<file path="src/rtl/smol_alu_pkg.sv">
// Shared types for the smolCore multi-cycle ALU: op codes, FSM states, op classification.
// SMOL_ALU_DIV_EN adds DIV/DIVU/REM/REMU to the multi-cycle op set.
package smol_alu_pkg;

  typedef enum logic [4:0] {
    ALU_ADD  = 5'd0,
    ALU_SUB  = 5'd1,
    ALU_AND  = 5'd2,
    ALU_OR   = 5'd3,
    ALU_XOR  = 5'd4,
    ALU_SRL  = 5'd5,
    ALU_SLL  = 5'd6,
    ALU_SLTU = 5'd7,
    ALU_SRA  = 5'd8,
    ALU_SLT  = 5'd9,
    ALU_MUL  = 5'd10,
    ALU_DIV  = 5'd11,
    ALU_DIVU = 5'd12,
    ALU_REM  = 5'd13,
    ALU_REMU = 5'd14
  } alu_op_e;

  typedef enum logic [1:0] {
    IDLE = 2'd0,
    BUSY = 2'd1,
    DONE = 2'd2
  } state_e;

  function automatic logic is_multicycle(alu_op_e op);
`ifdef SMOL_ALU_DIV_EN
    return (op == ALU_MUL) || (op == ALU_DIV) || (op == ALU_DIVU) ||
           (op == ALU_REM) || (op == ALU_REMU);
`else
    return (op == ALU_MUL);
`endif
  endfunction

endpackage

</file>
<file path="src/rtl/smol_alu_iter.sv">
// Iterative shift-add multiplier / restoring divider (divider only with SMOL_ALU_DIV_EN).
// Latency: one bit per cycle, done asserted on the WIDTH-th iteration with the final result.
// Backpressure: none; start is only issued while idle, owner holds result after done.
module smol_alu_iter
  import smol_alu_pkg::*;
#(
  parameter int WIDTH = 32
) (
  input  logic             clk,
  input  logic             rst,
  input  logic             start,
  input  alu_op_e          op,
  input  logic [WIDTH-1:0] a,
  input  logic [WIDTH-1:0] b,
  output logic             busy,
  output logic             done,
  output logic [WIDTH-1:0] result
);

  localparam int CW = $clog2(WIDTH);

  // acc: product / partial remainder; sh: multiplier / dividend-then-quotient; opb: multiplicand / divisor
  logic [WIDTH-1:0] acc, sh, opb;
  logic [WIDTH-1:0] acc_nxt, sh_nxt, opb_nxt;
  logic [CW-1:0]    cnt;
  alu_op_e          op_r;

`ifdef SMOL_ALU_DIV_EN
  logic             neg_q, neg_r, div0, sgn_op;
  logic [WIDTH:0]   rs, rs_sub;
  assign sgn_op = (op == ALU_DIV) || (op == ALU_REM);
`endif

  assign done = busy && (cnt == CW'(WIDTH - 1));

  always_comb begin
    acc_nxt = acc;
    sh_nxt  = sh;
    opb_nxt = opb;
`ifdef SMOL_ALU_DIV_EN
    rs      = {acc, sh[WIDTH-1]};
    rs_sub  = rs - {1'b0, opb};
`endif
    if (op_r == ALU_MUL) begin
      acc_nxt = sh[0] ? acc + opb : acc;
      opb_nxt = opb << 1;
      sh_nxt  = sh >> 1;
    end
`ifdef SMOL_ALU_DIV_EN
    else if (!rs_sub[WIDTH]) begin
      acc_nxt = rs_sub[WIDTH-1:0];
      sh_nxt  = {sh[WIDTH-2:0], 1'b1};
    end else begin
      acc_nxt = rs[WIDTH-1:0];
      sh_nxt  = {sh[WIDTH-2:0], 1'b0};
    end
`endif
  end

  // Sign fix-up happens on the final iteration so the owner latches a finished value.
  always_comb begin
    result = acc_nxt;
`ifdef SMOL_ALU_DIV_EN
    case (op_r)
      ALU_DIV, ALU_DIVU: result = div0 ? '1 : (neg_q ? -sh_nxt : sh_nxt);
      ALU_REM, ALU_REMU: result = neg_r ? -acc_nxt : acc_nxt;
      default:           result = acc_nxt;
    endcase
`endif
  end

  always_ff @(posedge clk) begin
    if (rst) begin
      busy <= 1'b0;
      cnt  <= '0;
      acc  <= '0;
      sh   <= '0;
      opb  <= '0;
      op_r <= ALU_ADD;
`ifdef SMOL_ALU_DIV_EN
      neg_q <= 1'b0;
      neg_r <= 1'b0;
      div0  <= 1'b0;
`endif
    end else if (start) begin
      busy <= 1'b1;
      cnt  <= '0;
      acc  <= '0;
      op_r <= op;
`ifdef SMOL_ALU_DIV_EN
      if (op == ALU_MUL) begin
        sh  <= b;
        opb <= a;
      end else begin
        sh  <= (sgn_op && a[WIDTH-1]) ? -a : a;
        opb <= (sgn_op && b[WIDTH-1]) ? -b : b;
      end
      neg_q <= sgn_op && (a[WIDTH-1] ^ b[WIDTH-1]);
      neg_r <= sgn_op && a[WIDTH-1];
      div0  <= (b == '0);
`else
      sh  <= b;
      opb <= a;
`endif
    end else if (busy) begin
      acc  <= acc_nxt;
      sh   <= sh_nxt;
      opb  <= opb_nxt;
      cnt  <= cnt + CW'(1);
      busy <= !done;
    end
  end

endmodule

</file>
<file path="src/rtl/smol_alu_mc.sv">
// Execute-stage integer ALU: 1-cycle logic/arith/shift/compare, WIDTH+1-cycle MUL (and DIV/REM with SMOL_ALU_DIV_EN).
// Result and flags are registered; they hold in DONE until out_ready, and in_ready drops while busy or stalled.
module smol_alu_mc
  import smol_alu_pkg::*;
#(
  parameter int WIDTH   = 32,
  parameter int SHAMT_W = $clog2(WIDTH)
) (
  input  logic             clk,
  input  logic             rst,
  input  logic             in_valid,
  output logic             in_ready,
  input  logic [4:0]       op_sel,
  input  logic [WIDTH-1:0] a,
  input  logic [WIDTH-1:0] b,
  output logic             out_valid,
  input  logic             out_ready,
  output logic [WIDTH-1:0] alu_out,
  output logic             carry,
  output logic             overflow,
  output logic             zero
);

  state_e           state, state_nxt;
  alu_op_e          op;
  logic             accept, op_mc, start_mc;
  logic             iter_busy, iter_done;
  logic [WIDTH-1:0] iter_result;
  logic [WIDTH-1:0] sc_res;
  logic             sc_c, sc_v;
  logic [WIDTH:0]   sum, diff;
  logic [SHAMT_W-1:0] shamt;

  assign op       = alu_op_e'(op_sel);
  assign op_mc    = is_multicycle(op);
  assign accept   = in_valid && in_ready;
  assign start_mc = accept && op_mc;

  always_ff @(posedge clk) begin
    if (rst) state <= IDLE;
    else     state <= state_nxt;
  end

  always_comb begin
    state_nxt = state;
    case (state)
      IDLE: if (accept) state_nxt = op_mc ? BUSY : DONE;
      BUSY: if (iter_busy && iter_done) state_nxt = DONE;
      DONE: if (out_ready) state_nxt = accept ? (op_mc ? BUSY : DONE) : IDLE;
      default: state_nxt = IDLE;
    endcase
  end

  always_comb begin
    in_ready  = (state == IDLE) || ((state == DONE) && out_ready);
    out_valid = (state == DONE);
  end

  // Single-cycle unit; SUB carry is the no-borrow bit of a + ~b + 1.
  assign sum   = {1'b0, a} + {1'b0, b};
  assign diff  = {1'b0, a} + {1'b0, ~b} + (WIDTH + 1)'(1);
  assign shamt = b[SHAMT_W-1:0];

  always_comb begin
    sc_res = '0;
    sc_c   = 1'b0;
    sc_v   = 1'b0;
    case (op)
      ALU_ADD: begin
        sc_res = sum[WIDTH-1:0];
        sc_c   = sum[WIDTH];
        sc_v   = (a[WIDTH-1] == b[WIDTH-1]) && (sum[WIDTH-1] != a[WIDTH-1]);
      end
      ALU_SUB: begin
        sc_res = diff[WIDTH-1:0];
        sc_c   = diff[WIDTH];
        sc_v   = (a[WIDTH-1] != b[WIDTH-1]) && (diff[WIDTH-1] != a[WIDTH-1]);
      end
      ALU_AND:  sc_res = a & b;
      ALU_OR:   sc_res = a | b;
      ALU_XOR:  sc_res = a ^ b;
      ALU_SRL:  sc_res = a >> shamt;
      ALU_SLL:  sc_res = a << shamt;
      ALU_SRA:  sc_res = $signed(a) >>> shamt;
      ALU_SLTU: sc_res = {{(WIDTH-1){1'b0}}, (a < b)};
      ALU_SLT:  sc_res = {{(WIDTH-1){1'b0}}, ($signed(a) < $signed(b))};
      default:  sc_res = '0;
    endcase
  end

  smol_alu_iter #(.WIDTH(WIDTH)) u_iter (
    .clk    (clk),
    .rst    (rst),
    .start  (start_mc),
    .op     (op),
    .a      (a),
    .b      (b),
    .busy   (iter_busy),
    .done   (iter_done),
    .result (iter_result)
  );

  always_ff @(posedge clk) begin
    if (rst) begin
      alu_out  <= '0;
      carry    <= 1'b0;
      overflow <= 1'b0;
      zero     <= 1'b1;
    end else if (accept && !op_mc) begin
      alu_out  <= sc_res;
      carry    <= sc_c;
      overflow <= sc_v;
      zero     <= (sc_res == '0);
    end else if ((state == BUSY) && iter_busy && iter_done) begin
      alu_out  <= iter_result;
      carry    <= 1'b0;
      overflow <= 1'b0;
      zero     <= (iter_result == '0);
    end
  end

endmodule

</file>
<file path="config.mk">
export PLATFORM = sky130hd
export DESIGN_NAME = smol_alu_mc
export DESIGN_NICKNAME = d
export VERILOG_FILES = /design/src/rtl/smol_alu_pkg.sv /design/src/rtl/smol_alu_iter.sv /design/src/rtl/smol_alu_mc.sv
export SDC_FILE = /design/constraint.sdc
export NUM_CORES = 1
export LEC_CHECK = 0
export ABC_AREA = 1
export BUFFER_PORTS_ARGS = -buffer_cell sky130_fd_sc_hd__buf_2
export CAP_MARGIN = 40
export CORE_UTILIZATION = 45
export DETAILED_ROUTE_END_ITERATION = 8
export GPL_ROUTABILITY_DRIVEN = 0
export PLACE_DENSITY = 0.63
export RECOVER_POWER = 25
export SLEW_MARGIN = 20
export SYNTH_ARGS = -nofsm -noshare
export SYNTH_HDL_FRONTEND = slang
export SYNTH_SLANG_ARGS = --single-unit
</file>
<file path="constraint.sdc">
create_clock -name clk -period 2.6 [get_ports clk]
set_input_delay 0 -clock clk [delete_from_list [all_inputs] [get_ports clk]]
set_output_delay 0 -clock clk [all_outputs]
set_load 0.02 [all_outputs]
</file>
==> run_results.csv <==
group,metric,value,unit
layout,syn_to_final_growth,25.9,%
logic_synthesis,synthMuxAreaShare,0,
critical_path,start_kind,"primary input",
clock_network,clockBufferDepth,2,
timing,max_freq,390,MHz
floorplanning,die_x,207,um
power,total_power,0.00792,W
layout,final_util,0.579,
layout,fin_cells,4448,
placement,placed_cell_area,22500,um2
layout,nets,4111,
critical_path,critPathArrivalTime,2980,ps
route,ant_nets,0,
logic_synthesis,synth_ff_type,"dfxtp_1",
timing,slew_headroom,0.448,
route,vias_per_cell,5.81,
critical_path,crit_fanout,8,
layout,postLayoutCellArea,23900,um2
timing,period_needed,2560,ps
power,ir_drop,0.423,mV
timing,fin_crit_sh,0.986,
route,drt_pre_antenna_iters,9,
timing,clock_skew,10.7,ps
status,status,"finished with violations",
flow_run,maxCapViolations,0,
layout,fill_cells,4208,
global_routing,grt_max_degree,69,
clock_network,clockRootBuffer,"clkbuf_16",
logic_synthesis,synth_area,19000,um2
logic_synthesis,synth_compound_area_frac,0.147,
logic_synthesis,ys_seq_elements,144,
logic_synthesis,synth-adder-area-share,0.0910,
route,drcViolationCount,7,
timing,drv_slew,0,
floorplanning,core_area,41200,um2
logic_synthesis,syn_nets,3734,
logic_synthesis,yosys_warnings,0,
logic_synthesis,synthCells,3525,
logic_synthesis,async_flop_share,0,
timing,tightest_slew,828,ps
clock_network,insertion_delay,470,ps
timing,setup_viol,0,
power,p_clk_frac,0.317,
layout,final_cell_mix,"nand2_1, nand3_1, inv_1",
power,p_seq_frac,0.287,
power,p_switching,0.00316,W
logic_synthesis,synth_top_family_by_area,"simple AND/OR/NAND/NOR gates",
route,vias,25900,
logic_synthesis,yosysSeqAreaShare,0.152,
layout,layout-drive-gt1-share,0.177,
logic_synthesis,synthXorXnorAreaFrac,0.00323,
floorplanning,io_pins,110,
power,power_leakage,12.2,nW
power,netSwitchingFraction,0.399,
clock_network,cts_tree,"yes",
route,wl_per_cell,20.3,um
global_routing,first_global_vias,22900,
clock_network,cts_buffers,17,
global_routing,grt_pass1_wl,134,mm
clock_network,cts_sinks,144,
power,power_frac_comb,0.397,
layout,multi_input_area,14300,um2
timing,tns,0,ps
layout,final_common_cell,"nand2_1",
global_routing,overflow,0,
logic_synthesis,synth-simple-area-share,0.477,
logic_synthesis,avgSynthCellArea,5.38,um2
logic_synthesis,yosysUniqueCellTypes,52,
logic_synthesis,synthDominantCellAreaShare,0.223,
logic_synthesis,yosysTopAreaCell,"nand2_1",
global_routing,antenna_found_initial,3,
timing,rsz0062_at_grt,"yes",
timing,final_hold_viol_count,0,
power,intPower,0.00476,W
hold_path,hp-class,"in -> reg",
floorplanning,die_area,42900,um2
critical_path,worstSetupEndpointType,"register",
status,violations,"DRC",
critical_path,cp.required,3010,ps
floorplanning,start_util,0.460,
floorplanning,die_h,207,um
placement,port_buffers,109,
clock_network,cts.reportedPaths.clkPinSlew,60,ps
route,drt-total-wl,90.4,mm
critical_path,crit_type,"in -> reg",
placement,dpl.cell_count,4402,
floorplanning,rows,74,
route,drt-initial-drc-count,3992,
clock_network,cts-htree-levels,4,
logic_synthesis,synth_area_leaders,"nand2_1, dfxtp_1, nand3_1, ha_1, inv_1",
placement,dp_hpwl,73.1,mm
logic_synthesis,synth_edf_count,0,
critical_path,r2r_slack,70,ps
global_routing,grt_util_all_layers,0.407,
layout,seq_area,2900,um2
power,power_density,332,nW/um2
## worst paths after layout
| kind | startpoint | end | cells after the start |
|---|---|---|---|
| setup / recovery | a[25] | zero | 20 |
| hold / removal | b[24] | u_iter.sh[24] | 5 |
| setup reg to reg | u_iter.acc[8] | zero | 17 |
| hold reg to reg | u_iter.op_r[4] | u_iter.op_r[4] | 2 |
## power by group through the flow
stage                     Sequential, W  Clock, W  Combinational, W
final                           0.00227   0.00251           0.00314
after global routing            0.00227   0.00263           0.00332
after CTS                       0.00226   0.00254           0.00295
after detailed placement        0.00231         0           0.00293
after global placement          0.00231         0           0.00293
after floorplan                 0.00233         0           0.00159
## kinds of logic after synthesis
| family | count (synthesis) |
|---|---|
| and+or+nand+nor | 2140 |
| buffers and inverters | 606 |
| AOI/OAI and AO/OA | 492 |
| DFF | 144 |
| adders and majority gates | 136 |
| xor gates and xnor gates | 7 |
## timing repair
| item | CTS | global route |
|---|---|---|
| setup buffers | 1 | 5 |
| resized for setup | 8 | 160 |
| endpoints found under the hold margin | 19 | 0 |
| pin swaps | 4 | 47 |
| endpoints found under the setup margin | 1 | 4 |
| hold buffers | 7 | 0 |
## flip-flops by register name, summed over array words and instances, names as in the netlist
name and cells:
alu_out 32, carry 1, overflow 1, state 2, u_iter.acc 32, u_iter.busy 1, u_iter.cnt 5, u_iter.op_r 5
u_iter.opb 32, u_iter.sh 32, zero 1
## worst max-delay path, cell delays in order
cell and delay, ps:
buf_2 110, inv_1 250, ha_1 420, nor2_1 250
nand2_1 180, nor2_1 280, inv_1 80, nor2_1 90
nand2_1 110, nand3_1 100, nand2_1 50, nand3_1 90
nand2_1 90, nor2_2 250, nand3_2 180, nor2_1 130
nand3_1 70, o21ai_1 130, nand2_1 60, nand2_1 50
## through the flow
stage | worst slack (ps) | hold slack [ps]
3_3_place_gp | -276 | 325
6_report | 35.2 | 32.8
2_1_floorplan | 120 | 148
3_5_place_dp | -252 | 329
5_1_grt | -47.2 | 69.2
4_1_cts | 1.52 | 3.98
## synth_stat cells (all sizes together), types with 5 or more instances
library cell,n
buf,89
nand3b,12
dfxtp,144
nor2,361
and2,11
o211ai,69
nor3,32
or2,11
ha,133
a21oi,204
inv,446
clkbuf,68
o21bai,15
nand3,529
nand2,1137
o22ai,14
o21ai,146
nand4,41
a22oi,9
a31oi,21
xor2,5
## per-layer routing
| layer | share of wire | wire length [um] | global-route usage |
|---|---|---|---|
| met1 | 0.40 | 36200 | 0.537 |
| met2 | 0.38 | 34500 | 0.554 |
| met3 | 0.15 | 13900 | 0.160 |
| met4 | 0.064 | 5750 | 0.232 |
| met5 | 0.00082 | 74 | 0.00890 |
## cell type report
class / instances / share of cell area
antenna: 1 / 0.000105
clock buffer: 20 / 0.0187
clock inverter: 12 / 0.00561
inverter: 449 / 0.0710
multi-input combinational: 2775 / 0.600
sequential: 144 / 0.122
tap: 532 / 0.0279
timing repair buffer: 515 / 0.155
No activity file was read; power rests on OpenSTA's default activity.
